$ cat config.mk
export PLATFORM = sky130hd
export DESIGN_NAME = regfile_2r1w_flat
export DESIGN_NICKNAME = d
export VERILOG_FILES = /design/src/rtl/regfile_2r1w_if.sv /design/src/rtl/regfile_2r1w.sv /design/src/flat_wrapper.sv
export SDC_FILE = /design/constraint.sdc
export NUM_CORES = 1
export LEC_CHECK = 0
export CAP_MARGIN = 10
export CORE_MARGIN = 4
export CORE_UTILIZATION = 59
export CTS_CLUSTER_SIZE = 20
export DETAILED_ROUTE_END_ITERATION = 10
export PLACE_DENSITY_LB_ADDON = 0.25
export SYNTH_ARGS = -nofsm -noshare
export SYNTH_HDL_FRONTEND = slang
export SYNTH_SLANG_ARGS = --single-unit
export TNS_END_PERCENT = 100
$ cat constraint.sdc
create_clock -name clk -period 4.1 [get_ports clk]
set_input_delay 0.615 -clock clk [delete_from_list [all_inputs] [get_ports clk]]
set_output_delay 0.615 -clock clk [all_outputs]
set_load 0.02 [all_outputs]
$ cat src/rtl/regfile_2r1w_if.sv
// Bus bundle for the 2-read / 1-write register file: one write port, two read ports.
interface regfile_2r1w_if #(
  parameter int unsigned DATA_W = 16,
  parameter int unsigned ADDR_W = 2
);
  logic              clr;
  logic              we;
  logic [ADDR_W-1:0] waddr;
  logic [DATA_W-1:0] wdata;
  logic [ADDR_W-1:0] raddr_a;
  logic [DATA_W-1:0] rdata_a;
  logic              rvalid_a;
  logic [ADDR_W-1:0] raddr_b;
  logic [DATA_W-1:0] rdata_b;
  logic              rvalid_b;

  modport master (
    output clr, we, waddr, wdata, raddr_a, raddr_b,
    input  rdata_a, rvalid_a, rdata_b, rvalid_b
  );

  modport slave (
    input  clr, we, waddr, wdata, raddr_a, raddr_b,
    output rdata_a, rvalid_a, rdata_b, rvalid_b
  );
endinterface

$ cat src/rtl/regfile_2r1w.sv
// Parametrised register file: one write port, two independent read ports,
// per-entry valid flags, optional zero register, write bypass and read register.
module regfile_2r1w #(
  parameter int unsigned DATA_W   = 16,
  parameter int unsigned ADDR_W   = 2,
  parameter int unsigned ZERO_REG = 0,
  parameter int unsigned BYPASS   = 1,
  parameter int unsigned RD_REG   = 0
) (
  input logic            clk,
  input logic            rst_n,
  regfile_2r1w_if.slave  bus
);
  localparam int unsigned DEPTH = 1 << ADDR_W;

  logic [DATA_W-1:0] mem_q [DEPTH];
  logic [DATA_W-1:0] mem_d [DEPTH];
  logic [DEPTH-1:0]  valid_q, valid_d;

  logic              wr_en;
  logic [ADDR_W-1:0] raddr [2];
  logic [DATA_W-1:0] src_data [2];
  logic [1:0]        src_valid;
  logic [DATA_W-1:0] rdata_q [2];
  logic [DATA_W-1:0] rdata_d [2];
  logic [1:0]        rvalid_q, rvalid_d;

  assign raddr[0] = bus.raddr_a;
  assign raddr[1] = bus.raddr_b;

  // A write lands only when not clearing and not aimed at a hardwired zero entry.
  assign wr_en = bus.we && !bus.clr && !((ZERO_REG != 0) && (bus.waddr == '0));

  // Next array state: clear dominates, otherwise a single-entry write.
  always_comb begin
    mem_d   = mem_q;
    valid_d = valid_q;
    if (bus.clr) begin
      for (int unsigned i = 0; i < DEPTH; i++) begin
        mem_d[i] = '0;
      end
      valid_d = '0;
    end else if (wr_en) begin
      mem_d[bus.waddr]   = bus.wdata;
      valid_d[bus.waddr] = 1'b1;
    end
  end

  // Storage array and valid flags; reset aborts any in-flight write.
  always_ff @(posedge clk or negedge rst_n) begin
    if (!rst_n) begin
      for (int unsigned i = 0; i < DEPTH; i++) begin
        mem_q[i] <= '0;
      end
      valid_q <= '0;
    end else begin
      mem_q   <= mem_d;
      valid_q <= valid_d;
    end
  end

  // Per-port read source: zero register, then bypass of this cycle's write, then the array.
  // Bypass is gated by clr so a clearing cycle still shows the pre-clear contents.
  always_comb begin
    for (int unsigned p = 0; p < 2; p++) begin
      src_data[p]  = mem_q[raddr[p]];
      src_valid[p] = valid_q[raddr[p]];
      if ((ZERO_REG != 0) && (raddr[p] == '0)) begin
        src_data[p]  = '0;
        src_valid[p] = 1'b1;
      end else if ((BYPASS != 0) && bus.we && !bus.clr && (raddr[p] == bus.waddr)) begin
        src_data[p]  = bus.wdata;
        src_valid[p] = 1'b1;
      end
    end
  end

  // Registered-read capture value: a clearing cycle captures an empty entry.
  always_comb begin
    for (int unsigned p = 0; p < 2; p++) begin
      rdata_d[p]  = src_data[p];
      rvalid_d[p] = src_valid[p];
      if (bus.clr && !((ZERO_REG != 0) && (raddr[p] == '0))) begin
        rdata_d[p]  = '0;
        rvalid_d[p] = 1'b0;
      end
    end
  end

  // Read output register, used only when registered reads are selected.
  always_ff @(posedge clk or negedge rst_n) begin
    if (!rst_n) begin
      rdata_q[0] <= '0;
      rdata_q[1] <= '0;
      rvalid_q   <= '0;
    end else begin
      rdata_q[0] <= rdata_d[0];
      rdata_q[1] <= rdata_d[1];
      rvalid_q   <= rvalid_d;
    end
  end

  assign bus.rdata_a  = (RD_REG != 0) ? rdata_q[0]  : src_data[0];
  assign bus.rvalid_a = (RD_REG != 0) ? rvalid_q[0] : src_valid[0];
  assign bus.rdata_b  = (RD_REG != 0) ? rdata_q[1]  : src_data[1];
  assign bus.rvalid_b = (RD_REG != 0) ? rvalid_q[1] : src_valid[1];
endmodule

$ cat src/flat_wrapper.sv
// flat-port wrapper written by rule: the top's interface ports become plain ports
module regfile_2r1w_flat 
#(
  parameter int unsigned DATA_W   = 16,
  parameter int unsigned ADDR_W   = 2,
  parameter int unsigned ZERO_REG = 0,
  parameter int unsigned BYPASS   = 1,
  parameter int unsigned RD_REG   = 0
)
  (clk, rst_n, bus_clr, bus_we, bus_waddr, bus_wdata, bus_raddr_a, bus_raddr_b, bus_rdata_a, bus_rvalid_a, bus_rdata_b, bus_rvalid_b);
  regfile_2r1w_if #(.DATA_W(DATA_W), .ADDR_W(ADDR_W)) bus_i ();
  input logic clk;
  input logic rst_n;
  input wire logic [$bits(bus_i.clr)-1:0] bus_clr;
  input wire logic [$bits(bus_i.we)-1:0] bus_we;
  input wire logic [$bits(bus_i.waddr)-1:0] bus_waddr;
  input wire logic [$bits(bus_i.wdata)-1:0] bus_wdata;
  input wire logic [$bits(bus_i.raddr_a)-1:0] bus_raddr_a;
  input wire logic [$bits(bus_i.raddr_b)-1:0] bus_raddr_b;
  output wire logic [$bits(bus_i.rdata_a)-1:0] bus_rdata_a;
  output wire logic [$bits(bus_i.rvalid_a)-1:0] bus_rvalid_a;
  output wire logic [$bits(bus_i.rdata_b)-1:0] bus_rdata_b;
  output wire logic [$bits(bus_i.rvalid_b)-1:0] bus_rvalid_b;
  assign bus_i.clr = bus_clr;
  assign bus_i.we = bus_we;
  assign bus_i.waddr = bus_waddr;
  assign bus_i.wdata = bus_wdata;
  assign bus_i.raddr_a = bus_raddr_a;
  assign bus_i.raddr_b = bus_raddr_b;
  assign bus_rdata_a = bus_i.rdata_a;
  assign bus_rvalid_a = bus_i.rvalid_a;
  assign bus_rdata_b = bus_i.rdata_b;
  assign bus_rvalid_b = bus_i.rvalid_b;
  regfile_2r1w #(.DATA_W(DATA_W), .ADDR_W(ADDR_W), .ZERO_REG(ZERO_REG), .BYPASS(BYPASS), .RD_REG(RD_REG)) u_core (.clk(clk), .rst_n(rst_n), .bus(bus_i));
endmodule
==> run metrics <==
status completed; drt first-iter violations roughly 180; relative slew slack around a third; slowest CP cell clkdlybuf4s50_1; Post-CTS Hold Fix Bufs 0; first-pass GRT wire length between 15 and 20 mm; CTS Buf Count 9; f_max around 280 MHz; die width between 80 and 90 µm; max-slew violation count 0; switching pwr around 0.41 mW; Vias per Instance 7.102; Main synth FF type dfrtp_1; CTS H-tree depth 3; Setup violations, final 0; CP top delay family buffers and inverters; WP buf/inv 2; Tcrit/Tclk final 86.56%; nets approximately 340; Worst setup SP type primary input; sequential-to-total area share from yosys stat 43.08%; Seq pwr share 45.5%; Pre-antenna DRT Iters 5; main area contributors after synthesis dfrtp_1 43%, a22o_1 14%, mux4_2 11%; fin area approximately 4700 µm²; Critical Path Stages 5; Worst Path Arrival 2930 ps; Fin. Hold Viols 0; switching share of total power between 20% and 30%; Critical Path RT approximately 3500 ps; Synth top area share between 40% and 50%; r2r endpoint u_core.mem_q[49]$_DFFE_PN0P_; Worst Hold Class primary input to async pin; post-layout min period between 3000 and 4000 ps; CP Max Fanout 17; skew final 0 ps; VDD IR max ~0.00019 V; Post-synth top cells 68 x dfrtp_1, 64 x a22o_1, 20 x mux4_2, 18 x mux2_4; IO buf count 59; clock sinks 68; routed via count 2798; setup slack, reg-to-reg around 3300 ps; number of synthesized flops with an enable pin 0; CP Cell Sequence clkdlybuf4s50_1 -> xnor2_2 -> nand3_4 -> mux2_2 -> clkdlybuf4s50_1; Least-Margin Pin Slew 998.4 ps; Worst-path clk slew approximately 80 ps; initial antenna violation count 0; Gate power share a little under a fifth; Ports 60; Core Box Area roughly 6400 µm²; LEAKAGE about 2.2 nW; Resized cells post-CTS 0; CP peak stage delay 710 ps; Post-synth ARST share 100.0%; power density cells roughly 330 nW/µm²; CTS tree done; drt drc 0; Yosys Warn Count 0; dpl cell area approximately 4500 µm²; DIE HEIGHT 89.82 µm; FF+latch count, synth 68; R2R cell count 1; ANT nets after route 0; leading area contributor after synthesis dfrtp_1; max_cap viols 0; vias in the first global route just under 3000; Total Neg Setup Slack 0 ps; Post-Syn Area a little under 4000 µm²; Int Pwr between 1 and 1.5 mW; Layout area overhead 19.70%; gpl congestion just under 0.8; setup bufs post-CTS 0; Synthesized Nets between 200 and 300; share of cells above drive strength 1 29.02%; FP Rows 29; diode count 0; cells after synthesis between 200 and 300; critical path capture point type primary output; Root Driver clkbuf_8; largest net degree at the start of global routing between 40 and 50; unrepaired setup endpoints after global routing no; clock buffer depth 2; capture point of the worst path bus_rdata_b[15]; Synth Area per Inst 15.67 µm²; Distinct cells, synth 28; clock latency on the worst-skew pair ~340 ps; die area 8068 µm²; detail-routed net length per standard cell 25.06 µm; hpwl dp between 6 and 7 mm; Tot GR Track Use around a quarter; Clock Power Share between 30% and 40%; final cell count without fillers 394; CP startpoint bus_raddr_b[1]; hold_ws around 430 ps; WS Path Type primary input to primary output; most frequent cell after synthesis dfrtp_1; reg2reg start u_core.mem_q[49]$_DFFE_PN0P_; most frequent CP cell clkdlybuf4s50_1; effective utilization at floorplan 61.50%; Inst Count DP 378; routed wire length a little under 10 mm; grt total ovfl 0
-- cell families after synthesis --
kind of cell | count (synthesis) | share of synthesized area (%)
xor gates and xnor gates | 4 | 1.267
muxes | 66 | 31.55
DFF | 68 | 43.08
and+or+nand+nor | 19 | 3.706
AOI/OAI and AO/OA | 68 | 14.86
buffers and inverters | 27 | 5.543
-- cell usage in the layout (no fill, tap or decap), drive strengths merged --
cell type      instances
bufinv                 1
and3b                  1
a31oi                  3
nor3b                  1
clkdlybuf4s50         58
and2b                  1
clkinvlp               1
inv                    4
nand2                  2
nor2                   7
a21o                   1
mux2                  32
clkbuf                12
nand3                  2
dfrtp                 68
nand2b                 1
nor3                   2
clkinv                 2
mux4                  34
buf                   14
xnor2                  4
and3                   2
a22o                  64
-- worst min-delay path by stage --
stage               depth (start not counted)                           end  slack [ps]                          from
global route                                1  u_core.mem_q[19]$_DFFE_PN0P_         500                         rst_n
finish                                      1   u_core.mem_q[3]$_DFFE_PN0P_         430                         rst_n
CTS                                         1   u_core.mem_q[0]$_DFFE_PN0P_         450                         rst_n
floorplan                                   0   u_core.mem_q[0]$_DFFE_PN0P_         320                         rst_n
detailed placement                          1  u_core.mem_q[35]$_DFFE_PN0P_         500  u_core.mem_q[35]$_DFFE_PN0P_
global placement                            1  u_core.mem_q[18]$_DFFE_PN0P_         490  u_core.mem_q[18]$_DFFE_PN0P_
-- layer usage --
metal	track usage (%)	routed length [µm]
met5	0	0
met4	12.39	291
met3	5.426	687
met2	41.60	4920
met1	32.64	3976
-- layout make-up --
cell class,count,area [µm²]
Timing Repair Buffer,72,683.2
Tap cell,77,96.34
Multi-Input combinational cell,157,2029
Sequential cell,68,1702
Inverter,4,15.01
Clock buffer,12,155.1
Fill cell,422,1694
Clock inverter,4,47.55
-- per-stage QoR --
stage | power (mW) | util, % | worst slack [ps]
after floorplan | 0.8921 | - | 1802
after global placement | 1.005 | 70.47 | 550.1
after detailed placement | 1.012 | 70.47 | 535.3
after CTS | 1.569 | 73.62 | 526.2
after global routing | 1.621 | 73.62 | 442.5
final | 1.565 | 73.62 | 551.0
-- registers in the layout, summed over array words and instances (netlist names) --
register        count
u_core.valid_q      4
u_core.mem_q       64
-- power groups by stage --
stage	registers [mW]	clock network, mW	logic (mW)
floorplan	0.716	0	0.176
global placement	0.721	0	0.284
detailed placement	0.723	0	0.289
CTS	0.710	0.568	0.290
global route	0.713	0.602	0.306
finish	0.712	0.564	0.289
Note: power is estimated with default switching activity, not from simulation.
